`src/rtl/hazard_scoreboard.sv`:
```
// -----------------------------------------------------------------------------
// hazard_scoreboard
//
// RAW hazard unit for the pipelined RV32I core. It keeps a shift register of
// the destination of every in-flight instruction across NUM_STAGES post-decode
// stages. Stage 1 is the EX output and stage NUM_STAGES is the last stage
// before the regfile write. For each decode source it picks a forwarding stage
// or raises a stall.
//
// Build option:
//   HAZ_FORWARDING_EN  defined   : forward from the youngest matching stage.
//                                  A load that has not yet reached
//                                  LOAD_READY_STAGE stalls the consumer.
//                      undefined : no forwarding. fwd_sel_* are tied to 0, and
//                                  any match stalls until the producer
//                                  retires.
//
// Ports:
//   clk, rst      core clock, asynchronous active-high reset
//   id_valid      decode slot holds a real instruction
//   id_rs1/2      source indices, id_rs1/2_used marks real reads
//   id_rd         destination index, id_rd_we marks a real write
//   id_is_load    decode instruction is a load
//   flush         kill the decode-slot instruction this cycle
//   stall         hold PC and IF/ID, insert bubble (combinational)
//   fwd_sel_rs1/2 0 = regfile, k = forward from stage k (combinational)
//   stall_count   saturating count of stall cycles (registered)
// -----------------------------------------------------------------------------
module hazard_scoreboard #(
  parameter int NUM_STAGES       = 3,
  parameter int REG_ADDR_W       = 5,
  parameter int LOAD_READY_STAGE = 2,
  parameter int CNT_W            = 16
) (
  input  logic                            clk,
  input  logic                            rst,
  input  logic                            id_valid,
  input  logic [REG_ADDR_W-1:0]           id_rs1,
  input  logic [REG_ADDR_W-1:0]           id_rs2,
  input  logic                            id_rs1_used,
  input  logic                            id_rs2_used,
  input  logic [REG_ADDR_W-1:0]           id_rd,
  input  logic                            id_rd_we,
  input  logic                            id_is_load,
  input  logic                            flush,
  output logic                            stall,
  output logic [$clog2(NUM_STAGES+1)-1:0] fwd_sel_rs1,
  output logic [$clog2(NUM_STAGES+1)-1:0] fwd_sel_rs2,
  output logic [CNT_W-1:0]                stall_count
);

  localparam int SEL_W = $clog2(NUM_STAGES+1);

  // Per-stage scoreboard entries. Only the valid bits are reset. The data
  // fields are always qualified by the valid bits, so they need no reset.
  logic [NUM_STAGES:1]   vld_p;
  logic [REG_ADDR_W-1:0] rd_p [1:NUM_STAGES];
  logic                  we_p [1:NUM_STAGES];
`ifdef HAZ_FORWARDING_EN
  logic                  ld_p [1:NUM_STAGES];
`endif

  logic             hit_rs1, hit_rs2;
  logic             blk_rs1, blk_rs2;
  logic [SEL_W-1:0] sel_rs1, sel_rs2;
  logic             haz_rs1, haz_rs2;
  logic             accept;

  function automatic logic [CNT_W-1:0] sat_inc(input logic [CNT_W-1:0] v);
    return (&v) ? v : v + CNT_W'(1);
  endfunction

  // Returns {hit, blocking, stage}. The search runs from oldest to youngest,
  // so the youngest matching stage wins. "blocking" means the winning
  // producer cannot supply its value to this consumer yet.
  function automatic logic [SEL_W+1:0] find_src(input logic [REG_ADDR_W-1:0] r,
                                                input logic                  used);
    logic [SEL_W+1:0] res;
    res = '0;
    for (int k = NUM_STAGES; k >= 1; k--) begin
      if (used && (r != '0) && vld_p[k] && we_p[k] && (rd_p[k] == r)) begin
`ifdef HAZ_FORWARDING_EN
        res = {1'b1, ld_p[k] && (k < LOAD_READY_STAGE), SEL_W'(k)};
`else
        res = {1'b1, 1'b1, SEL_W'(k)};
`endif
      end
    end
    return res;
  endfunction

  // Decode-stage lookup
  always_comb begin
    {hit_rs1, blk_rs1, sel_rs1} = find_src(id_rs1, id_rs1_used);
    {hit_rs2, blk_rs2, sel_rs2} = find_src(id_rs2, id_rs2_used);
    haz_rs1 = hit_rs1 & blk_rs1;
    haz_rs2 = hit_rs2 & blk_rs2;
    // flush overrides stall. A killed instruction never waits on anything.
    stall   = id_valid & ~flush & (haz_rs1 | haz_rs2);
    accept  = id_valid & ~flush & ~(haz_rs1 | haz_rs2);
`ifdef HAZ_FORWARDING_EN
    fwd_sel_rs1 = haz_rs1 ? '0 : sel_rs1;
    fwd_sel_rs2 = haz_rs2 ? '0 : sel_rs2;
`else
    fwd_sel_rs1 = '0;
    fwd_sel_rs2 = '0;
`endif
  end

`ifndef HAZ_FORWARDING_EN
  logic unused_noforward;
  assign unused_noforward = ^{id_is_load, sel_rs1, sel_rs2, 1'(LOAD_READY_STAGE)};
`endif

  // Stage 1..NUM_STAGES control. The older stages always advance. A stall
  // only turns the stage 1 entry into a bubble.
  always_ff @(posedge clk or posedge rst) begin
    if (rst) begin
      vld_p       <= '0;
      stall_count <= '0;
    end else begin
      vld_p[1] <= accept;
      for (int k = 2; k <= NUM_STAGES; k++) begin
        vld_p[k] <= vld_p[k-1];
      end
      if (stall) begin
        stall_count <= sat_inc(stall_count);
      end
    end
  end

  // Stage 1..NUM_STAGES data
  always_ff @(posedge clk) begin
    rd_p[1] <= id_rd;
    we_p[1] <= id_rd_we;
`ifdef HAZ_FORWARDING_EN
    ld_p[1] <= id_is_load;
`endif
    for (int k = 2; k <= NUM_STAGES; k++) begin
      rd_p[k] <= rd_p[k-1];
      we_p[k] <= we_p[k-1];
`ifdef HAZ_FORWARDING_EN
      ld_p[k] <= ld_p[k-1];
`endif
    end
  end

endmodule

```
`config.mk`:
```
export PLATFORM = sky130hd
export DESIGN_NAME = hazard_scoreboard
export DESIGN_NICKNAME = d
export VERILOG_FILES = /design/src/rtl/hazard_scoreboard.sv
export SDC_FILE = /design/constraint.sdc
export NUM_CORES = 1
export LEC_CHECK = 0
export BUFFER_PORTS_ARGS = -buffer_cell sky130_fd_sc_hd__clkbuf_2
export CAP_MARGIN = 10
export CORE_MARGIN = 5
export CORE_UTILIZATION = 47
export DETAILED_ROUTE_END_ITERATION = 7
export GPL_ROUTABILITY_DRIVEN = 0
export PLACE_DENSITY_LB_ADDON = 0.25
export SLEW_MARGIN = 40
export SYNTH_ARGS = -nofsm -noshare
export SYNTH_HDL_FRONTEND = slang
export SYNTH_SLANG_ARGS = --single-unit
```
`constraint.sdc`:
```
create_clock -name clk -period 2 [get_ports clk]
set_input_delay 0.2 -clock clk [delete_from_list [all_inputs] [get_ports clk]]
set_output_delay 0.2 -clock clk [all_outputs]
set_load 0.02 [all_outputs]
```
==> results of run 1 <==
[metal layers]
| layer | vias up | share of wire (%) | global-route usage (%) | wire length, um |
|---|---|---|---|---|
| met3 | 10 | 7.0 | 5.60 | 271 |
| li1 | 676 | - | - | - |
| met1 | 663 | 42 | 20.4 | 1630 |
| met2 | 49 | 49 | 28.3 | 1880 |
| met4 | 0 | 2.0 | 7.87 | 77 |
| met5 | - | 0 | 0 | 0 |
[cell type report]
| type | count | area [um^2] |
|---|---|---|
| sequential | 37 | 848 |
| fill | 279 | 1060 |
| inverter | 2 | 7.51 |
| clock inverter | 1 | 5.00 |
| clock buffer | 7 | 65.1 |
| tap | 46 | 57.6 |
| multi-input combinational | 114 | 911 |
| timing repair buffer | 70 | 462 |
[critical path: cells and delay by family, from the launching register on]
kind,cells,cell delay [ns]
flops,1,0.37
xor+xnor,1,0.14
compound gates,2,0.43
simple gates,2,0.47
buf+inv,2,0.26
[timing repair]
item / CTS / global route
resized for setup: 12 / 16
endpoints found under the setup margin: 9 / 17
endpoints found under the hold margin: 25 / 0
buffers inserted: 6 / 0
pin swaps: 11 / 13
hold buffers: 7 / 0
[logic make-up after synthesis]
kind of cell,count (synthesis)
flip-flops,37
other,1
buffers and inverters,7
adder cells (fa/ha/maj),1
AO/OA/AOI/OAI,9
AND/OR/NAND/NOR,55
multiplexers,1
XOR/XNOR,44
[sequential cells by signal, indices dropped and copies added (netlist names)]
name and cells:
rd_p 15, vld_p 3, we_p 3, stall_count 16
[synthesized netlist by cell type]
| library cell | n |
|---|---|
| o21ai_1 | 2 |
| conb_1 | 1 |
| nand2b_1 | 2 |
| ha_1 | 1 |
| dfxtp_1 | 18 |
| a31o_1 | 2 |
| or4_1 | 2 |
| a21bo_1 | 1 |
| xnor2_1 | 12 |
| nor3_2 | 3 |
| nand2_1 | 6 |
| mux2_4 | 1 |
| buf_4 | 4 |
| a22o_1 | 1 |
| nor4_1 | 4 |
| inv_1 | 2 |
| a21oi_1 | 3 |
| nor2_1 | 8 |
| nand3_1 | 11 |
| buf_6 | 1 |
| and3_1 | 2 |
| nor3_1 | 3 |
| and4_1 | 2 |
| nor3_4 | 1 |
| xor2_1 | 32 |
| nand4_1 | 8 |
| nor4_2 | 2 |
| dfrtp_1 | 19 |
| nand3b_1 | 1 |
[where the power goes]
| part | total (mW) | switching, mW | leakage (nW) | internal, mW |
|---|---|---|---|---|
| logic | 0.183 | 0.0938 | 0.691 | 0.0888 |
| clock network | 0.448 | 0.244 | 0.0413 | 0.204 |
| registers | 0.795 | 0.0248 | 0.414 | 0.770 |
| total | 1.43 | 0.362 | 1.15 | 1.06 |
[path summary, 6_finish.rpt]
check | start | end | slack (ns)
max | rd_p[0][9] | stall | -0.20
max in group asynchronous | rst | stall_count[4] | 1.34
max reg2reg | rd_p[0][9] | stall_count[1] | -0.13
min reg2reg | we_p[0][1] | we_p[0][2] | 0.38
min | id_valid | vld_p[1] | 0.25
min in group asynchronous | rst | stall_count[9] | 0.37
==> impl_metrics.toml, run 1 <==
[sta]
period_needed_ns = 2.20
fmax_mhz = 454
finalClockSkew_ns = 0.00504
finalCritPeriodShare_pct = 110
fin_tns_setup_ns = -0.880
setup_viol = 9
hold_viol_final = 0
setup_ws_ns = -0.203
slew_violations = 0
rsz0062_at_grt = "yes"
fin_hold_ws_ns = 0.248

[yosys]
yosysWarnings = 0
synth-seq-cells = 37
syn_area_mm2 = 0.00170
synth_compound_area_share_pct = 3.61
avgSynthCellArea_um2 = 10.9
synth.area.top_cells = "dfrtp_1 28%, dfxtp_1 21%, xor2_1 17%"
ys_seq_area_share_pct = 49.3
synth_top_family_by_area = "XOR/XNOR gates"
syn_inst = 155
yosysTopAreaCellShare_pct = 28.0
synthSimpleGateAreaFrac_pct = 19.7
synthXorXnorAreaFrac_pct = 22.7
synth_fa_ha_area_share_pct = 0.737
synth_top_area_cell = "dfrtp_1"
muxShareOfSynthArea_pct = 0.885
ys_types = 29

[setup_path]
cp_slowest_cell = "dfxtp_4"
crit_arrival_ns = 2.00
startpoint_type = "register"
worstPathRequired_ns = 1.80
worstSetupPathType = "reg -> out"
r2r.worst_path.cells = 7
slowest_delay_ns = 0.37
critPathMaxFanout = 3
end_kind = "output pin"
crit_chain = "xor2_2 -> nor4_2 -> nand4_1 -> a31o_1 -> buf_6 -> a21oi_4 -> buf_8"

[global_routing]
grt_pass1_wl_um = 6800
grt_max_degree = 20
grt_pass1_vias = 1540
grt_usage_pct = 17.2
antenna_found_initial = 0
gr-total-overflow = 0

[detailed_routing]
wl_per_cell_um = 13.9
drtIter0Drc = 62
ant_nets = 0
drt-pass1-iter-count = 4
via_count = 1398
avgViaCountPerCell = 5.05
drc_errors = 0
wl_um = 3860

[layout]
layout-drive-gt1-share_pct = 42.9
mostFrequentLayoutCells = "37 x clkbuf_2, 29 x xor2_1, 24 x buf_4"
final_cells = 277
antenna_cells = 0
nets = 254
post-route-util_pct = 69.0
mostFrequentLayoutCell = "clkbuf_2"
area_growth_pct = 38.9
design_area_mm2 = 0.00236

[min_path]
worstHoldPathType = "in -> reg"
hold_depth = 3

[pwr]
power_density_mw_per_mm2 = 605
peakVddDrop_uv = 467
total_leakage_power_nw = 1.15
p_total_mw = 1.43

[outcome]
status = "complete, but fails checks"
violations = "setup timing"

[placement]
hpwl_um = 2860
dp_cells = 256
dpl_worst_slack_ns = -0.0721
portBuffers = 38
placed_area_mm2 = 0.00206

[floorplanning]
die_y_um = 70.1
coreArea_mm2 = 0.00342
die_area_mm2 = 0.00491
die_x_um = 70.1
ios = 44
num_rows = 21
initial_core_util_pct = 49.7

[clock_network]
clk_latency_ns = 0.34
clk_pin_slew_worst_paths_ns = 0.11
root_buffer = "clkbuf_4"
cts_tree = "built"
htreeDepth = 2
cts_buffer_depth = 2
clock-sinks = 37
cts_buffers = 5

[run]
drv_cap = 0
Power figures use the tool's default switching activity.
==> inputs of run 2 (changes only) <==
Settings changed: CORE_UTILIZATION 47 to 55, SKIP_CTS_REPAIR_TIMING from default to 1, SKIP_LAST_GASP from default to 1.
Clock period 2 ns to 2.65 ns, I/O delays scaled along.
==> impl_metrics.toml, run 2 (synthesis gave the netlist of run 1 again) <==
[layout]
largest_reg_flops = 16
mostFrequentLayoutCell = "clkbuf_2"
layout-drive-gt1-share_pct = 25.9
antenna_cells = 0
area_growth_pct = 20.6
mostFrequentLayoutCells = "38 x clkbuf_2, 32 x xor2_1, 19 x dfrtp_1"
reg_top3 = "stall_count x16, rd_p x15"
nets = 228
largest-register = "stall_count"
post-route-util_pct = 68.1

[floorplanning]
ios = 44
coreArea_mm2 = 0.00300
die_y_um = 65.5
initial_core_util_pct = 56.5
die_area_mm2 = 0.00430
die_x_um = 65.5
num_rows = 20

[sta]
worst_pin_slew_ns = 0.711
setup_viol = 0
slew_headroom_pct = 52.5
fmax_mhz = 453
rsz0062_at_grt = "no"
slew_violations = 0
fin_hold_ws_ns = -0.00641
fin_tns_setup_ns = 0
period_needed_ns = 2.21
setup_ws_ns = 0.443
hold_viol_final = 9
finalCritPeriodShare_pct = 83.3
finalClockSkew_ns = 0.00970

[clock_network]
cts_buffer_depth = 2
clk_latency_ns = 0.34
cts_tree = "built"
root_buffer = "clkbuf_4"
cts_buffers = 5
clock-sinks = 37
htreeDepth = 2
clk_pin_slew_worst_paths_ns = 0.12

[pwr]
total_leakage_power_nw = 1.00
power_density_mw_per_mm2 = 550
peakVddDrop_uv = 356

[setup_path]
end_kind = "output pin"
startpoint_type = "register"
crit_arrival_ns = 1.94
worstPathRequired_ns = 2.38
worstSetupPathType = "reg -> out"
reg2reg_slack_ns = 0.51
critPathMaxFanout = 3

[global_routing]
grt_usage_pct = 17.2
grt_pass1_vias = 1252
grt_max_degree = 20
gr-total-overflow = 0
grt_pass1_wl_um = 5640
antenna_found_initial = 0

[detailed_routing]
via_count = 1276
wl_per_cell_um = 14.2
wl_um = 3370
drc_errors = 0
ant_nets = 0
drt-pass1-iter-count = 4
drtIter0Drc = 50
avgViaCountPerCell = 5.36

[placement]
hpwl_um = 2610
dpl_worst_slack_ns = 0.462
portBuffers = 38

[outcome]
violations = "hold timing"
status = "complete, but fails checks"

[run]
drv_cap = 0

[min_path]
worstHoldPathType = "in -> async"
==> run 2: routing by layer <==
layer  track usage, %  routed length (um)
met1             22.3                1520
met2             27.6                1620
met3             5.64                 174
met4             4.66                  48
met5                0                   0
==> run 2: where the power goes <==
part | switching (mW) | internal [mW] | total [mW]
Combinational | 0.0556 | 0.0486 | 0.104
Sequential | 0.0212 | 0.581 | 0.603
Clock | 0.193 | 0.225 | 0.418
==> run 2: layout make-up <==
type                       count  area [um^2]
inverter                       2         7.51
timing repair buffer          44          250
clock buffer                   6         51.3
clock inverter                 2         36.3
multi-input combinational    114          823
sequential                    37          836
tap                           33         41.3
fill                         242          957
==> run 2: critical path: stages, from the launching register on <==
cell and delay [ns]:
dfxtp_1 0.35, xor2_1 0.16, nor4_1 0.30, nand4_1 0.17, a31o_1 0.27, a21oi_1 0.16
clkbuf_2 0.19
==> run 2: worst paths after layout <==
kind,from,to,depth (start not counted)
setup / recovery,rd_p[0][18],stall,6
hold / removal,rst,stall_count[12],2
setup reg to reg,stall_count[0],stall_count[1],6
hold reg to reg,rd_p[0][14],rd_p[0][19],0
max in group asynchronous,rst,stall_count[14],2
min in group clk,id_valid,vld_p[1],3
==> run 2: stage by stage <==
stage | instance area, um^2 | cells | total power, mW
2_1_floorplan | 1710 | 158 | 0.674
3_3_place_gp | 1900 | 224 | 0.709
3_5_place_dp | 1900 | 224 | 0.712
4_1_cts | 1990 | 232 | 1.13
5_1_grt | 2050 | 238 | 1.18
6_report | 2050 | 238 | 1.12
==> inputs of run 3 (changes only) <==
Settings changed: CORE_UTILIZATION 55 to 52.
Clock period 2.65 ns to 2.2 ns, I/O delays scaled along.
==> impl_metrics.toml, run 3 (synthesis gave the netlist of run 1 again) <==
[outcome]
status = "complete, but fails checks"
violations = "hold timing"

[global_routing]
grt_busiest_layer = "met2"
grt_usage_pct = 17.7
antenna_found_initial = 0
grt_max_degree = 20
use_met3_pct = 4.22
grt_use_met1_pct = 23.7
grt_pass1_vias = 1296
gr-total-overflow = 0
use_met2_pct = 28.2
grt_pass1_wl_um = 5990

[pwr]
peakVddDrop_uv = 351
total_leakage_power_nw = 1.01
pwr-share-clk_pct = 28.6
netSwitchingPower_mw = 0.319
switching_share_pct = 26.6
seq_power_share_pct = 60.4
power_density_mw_per_mm2 = 579
power_frac_comb_pct = 11.0
internal-power_mw = 0.882

[floorplanning]
ios = 44
die_area_mm2 = 0.00451
coreArea_mm2 = 0.00310
die_y_um = 67.1
initial_core_util_pct = 54.7
die_x_um = 67.1
num_rows = 20

[layout]
mostFrequentLayoutCell = "clkbuf_2"
nets = 232
antenna_cells = 0
largest_reg_flops = 16
area_growth_pct = 22.3
layout-drive-gt1-share_pct = 29.2
reg_top3 = "stall_count x16, rd_p x15"
largest-register = "stall_count"
mostFrequentLayoutCells = "37 x clkbuf_2, 32 x xor2_1, 19 x dfrtp_1"
filler_cell_count = 243

[sta]
hold_viol_final = 19
slew_violations = 0
worst_pin_slew_ns = 0.711
fmax_mhz = 460
rsz0062_at_grt = "yes"
fin_hold_ws_ns = -0.0437
fin_tns_setup_ns = 0
setup_viol = 0
period_needed_ns = 2.17
finalCritPeriodShare_pct = 98.7
finalClockSkew_ns = 0.0173
slew_headroom_pct = 52.5

[clock_network]
cts_buffers = 5
cts_tree = "built"
root_buffer = "clkbuf_4"
htreeDepth = 2
clock-sinks = 37
clk_pin_slew_worst_paths_ns = 0.12
cts_buffer_depth = 2
clk_latency_ns = 0.34

[detailed_routing]
drt-pass1-iter-count = 4
wl_per_cell_um = 14.6
drc_errors = 0
wl_um = 3700
ant_nets = 0
via_count = 1329
avgViaCountPerCell = 5.25
drtIter0Drc = 98

[setup_path]
cp_slowest_cell = "dfxtp_1"
cp_num_buf_inv = 1
slowest_delay_ns = 0.35
end_kind = "output pin"
crit_arrival_ns = 1.95
startpoint_type = "register"
reg2reg_slack_ns = 0.08
r2r.worst_path.cells = 6
reg2reg_to = "stall_count[1]"
crit_chain = "xor2_1 -> nor4_1 -> nand4_1 -> a31o_1 -> a21oi_2 -> buf_4"
critPathMaxFanout = 3
startpoint = "rd_p[0][13]"
crit_family = "simple AND/OR/NAND/NOR gates"
r2r-start = "rd_p[0][13]"
worstPathRequired_ns = 1.98
worstSetupPathType = "reg -> out"

[placement]
hpwl_um = 2840
portBuffers = 38

[min_path]
worstHoldPathType = "in -> async"

[run]
drv_cap = 0
run 3: worst max-delay path by stage:
stage                     end  slack (ns)  depth (start not counted)
6_report                stall        0.03                          6
5_1_grt                 stall       -0.06                          6
4_1_cts                 stall       -0.05                          6
3_5_place_dp   stall_count[1]        0.06                          6
3_3_place_gp   stall_count[1]        0.11                          7
2_1_floorplan  stall_count[1]        0.29                          7
run 3: power groups by stage:
stage	Combinational (mW)	Sequential, mW	Clock [mW]
finish	0.133	0.726	0.344
floorplan	0.0726	0.740	0
global route	0.145	0.730	0.378
CTS	0.121	0.725	0.348
detailed placement	0.120	0.739	0
global placement	0.115	0.737	0
run 3: final cells by class:
cell class              count  area (um^2)  share of cell area, %
clock buffers               6         41.3                   1.99
inverters                   2         7.51                  0.362
clock inverters             2         10.0                  0.483
multi-input cells         114          840                   40.5
repair buffers             48          283                   13.6
flip-flops and latches     37          838                   40.4
well taps                  44         55.1                   2.65
run 3: through the flow:
step,instances,utilization [%],worst slack (ns),power (mW),area [um^2]
5_1_grt,253,66.9,-0.0561,1.25,2070
2_1_floorplan,158,-,0.294,0.812,1710
6_report,253,66.9,0.0277,1.20,2070
3_3_place_gp,237,62.1,0.107,0.852,1930
4_1_cts,245,63.7,-0.0461,1.19,1980
3_5_place_dp,237,62.1,0.0582,0.859,1930
run 3: metal layers:
metal,vias up,share of wire [%]
li1,637,-
met1,642,45
met5,-,0
met2,46,49
met3,4,5.4
met4,0,0.97
